File: config.mk
export PLATFORM = sky130hd
export DESIGN_NAME = mem_wb_writeback
export DESIGN_NICKNAME = d
export VERILOG_FILES = /design/src/rtl/mem_wb_writeback_pkg.sv /design/src/rtl/mem_wb_writeback_load_align.sv /design/src/rtl/mem_wb_writeback.sv
export SDC_FILE = /design/constraint.sdc
export NUM_CORES = 1
export LEC_CHECK = 0
export CORE_ASPECT_RATIO = 2
export CORE_MARGIN = 10
export CORE_UTILIZATION = 45
export DETAILED_ROUTE_END_ITERATION = 7
export GPL_TIMING_DRIVEN = 0
export PLACE_DENSITY = 0.84
export RECOVER_POWER = 50
export SYNTH_ARGS = -nofsm -noshare
export SYNTH_HDL_FRONTEND = slang
export SYNTH_SLANG_ARGS = --single-unit
File: constraint.sdc
create_clock -name clk -period 3 [get_ports clk]
set_input_delay 0.3 -clock clk [delete_from_list [all_inputs] [get_ports clk]]
set_output_delay 0.3 -clock clk [all_outputs]
set_load 0.005 [all_outputs]
File: src/rtl/mem_wb_writeback_pkg.sv
// mem_wb_writeback_pkg: write-back source select and load funct3 encodings
package mem_wb_writeback_pkg;
   typedef enum logic [1:0] {
      WB_ALU  = 2'b00,
      WB_LOAD = 2'b01,
      WB_PC4  = 2'b10,
      WB_IMM  = 2'b11
   } wb_sel_e;
   localparam logic [2:0] F3_LB  = 3'b000;
   localparam logic [2:0] F3_LH  = 3'b001;
   localparam logic [2:0] F3_LW  = 3'b010;
   localparam logic [2:0] F3_LBU = 3'b100;
   localparam logic [2:0] F3_LHU = 3'b101;
endpackage

File: src/rtl/mem_wb_writeback_load_align.sv
// mem_wb_writeback_load_align: picks byte/half out of a memory word and extends it
module mem_wb_writeback_load_align
   import mem_wb_writeback_pkg::*;
#(
   parameter int XLEN = 32
) (
   input  logic [XLEN-1:0] rdata,
   input  logic [1:0]      off,
   input  logic [2:0]      funct3,
   output logic [XLEN-1:0] result
);
   logic [7:0]  byte_v;
   logic [15:0] half_v;
   always_comb begin
      byte_v = rdata[{off, 3'b000} +: 8];
      half_v = rdata[{off[1], 4'b0000} +: 16];
      result = funct3 == F3_LB  ? {{(XLEN-8){byte_v[7]}}, byte_v} :
               funct3 == F3_LBU ? {{(XLEN-8){1'b0}}, byte_v} :
               funct3 == F3_LH  ? {{(XLEN-16){half_v[15]}}, half_v} :
               funct3 == F3_LHU ? {{(XLEN-16){1'b0}}, half_v} : rdata;
   end
endmodule

File: src/rtl/mem_wb_writeback.sv
// mem_wb_writeback: MEM/WB stage register, write-back mux, forwarding tap and instret counter
module mem_wb_writeback
   import mem_wb_writeback_pkg::*;
#(
   parameter int XLEN  = 32,
   parameter int CNT_W = 64
) (
   input  logic             clk,
   input  logic             rst,
   input  logic             stall,
   input  logic             flush,
   input  logic             in_valid,
   input  logic             in_reg_write,
   input  logic [4:0]       in_rd,
   input  logic [1:0]       in_wb_sel,
   input  logic [2:0]       in_funct3,
   input  logic [XLEN-1:0]  in_alu_result,
   input  logic [XLEN-1:0]  in_mem_rdata,
   input  logic [XLEN-1:0]  in_pc_plus4,
   input  logic [XLEN-1:0]  in_imm,
   output logic             reg_write,
   output logic [4:0]       write_reg,
   output logic [XLEN-1:0]  write_data,
   output logic             wb_valid,
   output logic             fwd_en,
   output logic [CNT_W-1:0] instret
);
   logic             valid_q, valid_d, reg_write_q, reg_write_d;
   logic [4:0]       rd_q, rd_d;
   wb_sel_e          wb_sel_q, wb_sel_d;
   logic [2:0]       funct3_q, funct3_d;
   logic [XLEN-1:0]  alu_q, alu_d, rdata_q, rdata_d, pc4_q, pc4_d, imm_q, imm_d;
   logic [CNT_W-1:0] instret_q, instret_d;
   logic [XLEN-1:0]  load_data;
   always_comb begin
      valid_d     = valid_q;
      reg_write_d = reg_write_q;
      rd_d        = rd_q;
      wb_sel_d    = wb_sel_q;
      funct3_d    = funct3_q;
      alu_d       = alu_q;
      rdata_d     = rdata_q;
      pc4_d       = pc4_q;
      imm_d       = imm_q;
      instret_d   = instret_q;
      if (rst) begin
         valid_d     = 1'b0;
         reg_write_d = 1'b0;
         rd_d        = '0;
         wb_sel_d    = WB_ALU;
         funct3_d    = '0;
         alu_d       = '0;
         rdata_d     = '0;
         pc4_d       = '0;
         imm_d       = '0;
         instret_d   = '0;
      end else begin
         // a stalled instruction retires only on the edge that releases it
         if (valid_q && !stall) instret_d = instret_q + 1'b1;
         if (flush) begin
            valid_d     = 1'b0;
            reg_write_d = 1'b0;
         end else if (!stall) begin
            valid_d     = in_valid;
            reg_write_d = in_reg_write;
            rd_d        = in_rd;
            wb_sel_d    = wb_sel_e'(in_wb_sel);
            funct3_d    = in_funct3;
            alu_d       = in_alu_result;
            rdata_d     = in_mem_rdata;
            pc4_d       = in_pc_plus4;
            imm_d       = in_imm;
         end
      end
   end
   always_ff @(posedge clk) begin
      valid_q     <= valid_d;
      reg_write_q <= reg_write_d;
      rd_q        <= rd_d;
      wb_sel_q    <= wb_sel_d;
      funct3_q    <= funct3_d;
      alu_q       <= alu_d;
      rdata_q     <= rdata_d;
      pc4_q       <= pc4_d;
      imm_q       <= imm_d;
      instret_q   <= instret_d;
   end
   mem_wb_writeback_load_align #(.XLEN(XLEN)) u_align (
      .rdata  (rdata_q),
      .off    (alu_q[1:0]),
      .funct3 (funct3_q),
      .result (load_data)
   );
   always_comb begin
      reg_write  = valid_q && reg_write_q && (rd_q != 5'd0);
      write_reg  = rd_q;
      write_data = wb_sel_q == WB_LOAD ? load_data :
                   wb_sel_q == WB_PC4  ? pc4_q :
                   wb_sel_q == WB_IMM  ? imm_q : alu_q;
      wb_valid   = valid_q;
      fwd_en     = reg_write;
      instret    = instret_q;
   end
endmodule

==> out/qor.csv <==
metric,value,unit
run_status,"finished, final reports clean",
synth_top_cell_area_share,43.9,%
drtAntennaViolNets,0,
grt_max_degree,17,
drive_above_1_share,6.63,%
worstMarginPinSlew,0.876,ns
largest_reg_flops,64,
period_minus_slack,2.94,ns
ys_types,45,
drtIter0Drc,535,
synthArstFlopShare,0,%
timing.hold.ws,0.345,ns
grt_first_pass_wirelength,55500,um
cts_sinks,204,
synth.yosys.warnings,0,
multi_input_area,0.00490,mm2
slowest_delay,0.56,ns
post-route-period-util,98.0,%
cts_hold_buf,0,
synth_common_cells,"nand2_1, dfxtp_1, a21oi_1, clkbuf_1, nor2_1",
routed_wl,36900,um
seq_area_frac_synth,43.9,%
clk_transition_reported_paths,0.06,ns
skew,0.00709,ns
yosysTopAreaCell,dfxtp_1,
synth_flop_cell,dfxtp_1,
fin_ws,0.0596,ns
setup_viol,0,
syn_to_final_growth,39.5,%
wl_per_cell,21.5,um
cts_tree,yes,
endpoint_kind,primary output,
avgSynthCellArea,8.00,um2
synth_fa_ha_area_share,0.134,%
power,6.32,mW
numPortBuffers,246,
leakage,4.97,nW
synth_xor_area_share,3.29,%
via_per_inst,5.61,
antenna_found_initial,3,
core_area,0.0204,mm2
synth_top_family_by_area,simple AND/OR/NAND/NOR gates,
synthCells,1164,
htreeDepth,1,
cpMaxStageDelayCell,mux4_2,
final-seq-area,0.00409,mm2
dieArea,0.0272,mm2
ys_ff_latch,204,
syn-num-nets,1309,
relSlewSlack,41.6,%
worstPathArrival,2.64,ns
synth.area.top_cells,"dfxtp_1, nand2_1, a21oi_1, mux2i_1, mux4_2",
yosys-mux-area-fraction,8.61,%
power_density,486,mW/mm2
timing.final.max_slew_violations,0,
pin_count,248,
yosysMostFrequentCell,nand2_1,
max_freq,340,MHz
overflow,0,
finalHoldViolCount,0,
dpl.hpwl,29500,um
first_global_vias,10100,
cp-start-kind,flip-flop,
required,2.70,ns
clock_latency,0.50,ns
cts_buffer_depth,3,
synth-simple-area-share,24.9,%
reg2regPathDepth,6,
ir_drop,433,uV
pre_cts_slack,-0.235,ns
num_rows,74,
worst-setup-path-type,flip-flop to primary output,
critPathMaxFanout,6,
utilization,63.8,%
cp_common_cell,buf_4,
num-nets-final,1583,
root_buffer,clkbuf_16,
initial_utilization,45.7,%
drtPass1Iterations,7,
crit_chain,buf_8 > mux4_2 > a311oi_4 > buf_4 > buf_4 > buf_4 > a221oi_1 > dlygate4sd2_1,
maxCapViolations,0,
hp-class,input pin to flip-flop,
die_x,122,um
drc,0,
grt_usage,26.3,%
die_h,223,um
cts_made_buffers,20,
synth_compound_area_share,15.1,%
vias,9640,
synth-edff-count,0,
gp_congestion,0.985,
nFillCells,1807,
synth_area,0.00931,mm2
holdPathStages,3,
-- repair_timing --
item	CTS	global route
buffers inserted	6	2
gates cloned	1	0
pin swaps	1	2
gates resized for setup	63	13
setup endpoints to repair	32	10
-- layout by cell type, fill, tap and decap left out, types with 4 or more instances in the layout --
cell,Yosys,final
buf_4,1,11
buf_2,8,4
bufinv_16,0,4
nand4_1,28,29
or4_1,4,4
mux4_2,16,16
dfxtp_1,204,200
and3_1,6,6
dlygate4sd2_1,0,22
xor2_1,16,16
a21oi_1,166,166
clkbuf_1,67,66
o211a_1,8,8
inv_1,16,16
dfxtp_2,0,4
nor2_1,54,53
nand2_1,313,312
and4_1,4,4
mux2i_1,43,43
xnor2_1,19,19
clkbuf_16,0,21
nand3_1,26,26
clkdlybuf4s50_1,0,143
a221oi_2,0,6
dlymetal6s2s_1,0,10
o31ai_1,4,4
nor3_1,23,23
a221oi_1,16,10
o21ai_0,51,48
or3_1,21,21
dlygate4sd3_1,0,71
nor4_1,10,10
-- layer usage --
layer  vias to the layer above  share of wire (%)  GRT usage (%)
met3                       140                5.9           4.98
met2                       397                 55           50.0
li1                       4585                  -              -
met5                         -                  0              0
met1                      4518                 31           23.1
met4                         0                8.1           19.6
-- worst max-delay path: cells and delay by family (launching register included) --
kind	cells	cell delay, ns
flops	1	0.34
compound gates	2	0.38
buf+inv	5	0.86
mux	1	0.56
-- cell families (layout without fill, tap and decap cells) --
| kind of cell | after synthesis | after routing |
|---|---|---|
| and+or+nand+nor | 513 | 513 |
| buffers and inverters | 99 | 384 |
| DFF | 204 | 204 |
| muxes | 60 | 60 |
| AOI/OAI and AO/OA | 252 | 252 |
| adders and majority gates | 1 | 1 |
| other | 0 | 3 |
| xor gates and xnor gates | 35 | 35 |
-- final cells by class --
cell class / count / share of cell area [%]
Tap cell: 266 / 2.56
Sequential cell: 204 / 31.5
Clock inverter: 7 / 1.06
Clock buffer: 26 / 4.27
Timing Repair Buffer: 255 / 19.6
Antenna cell: 3 / 0.0578
Buffer: 80 / 2.80
Multi-Input combinational cell: 861 / 37.7
Inverter: 16 / 0.462
-- path summary, 6_finish.rpt --
| path | from | to | slack (ns) |
|---|---|---|---|
| worst min register to register | imm_q[5] | imm_q[5] | 0.46 |
| worst min-delay path | in_funct3[1] | funct3_q[1] | 0.35 |
| worst max register to register | instret[4] | instret[59] | 0.28 |
| worst max-delay path | alu_q[0] | write_data[24] | 0.06 |
-- stage by stage --
step	setup TNS (ns)	instance area (um2)	std cells
after floorplan	0	9310	1164
after global placement	-1.61	12100	1676
after detailed placement	-1.64	12100	1676
after CTS	0	12900	1713
after global routing	-0.00643	13000	1718
final	0	13000	1718
-- report_power, final --
part | leakage [nW] | internal (mW) | switching (mW) | total [mW]
combinational | 2.97 | 0.374 | 0.367 | 0.741
sequential | 1.66 | 2.80 | 0.0790 | 2.87
clock | 0.335 | 1.64 | 1.06 | 2.70
Note: power is estimated with default switching activity, not from simulation.
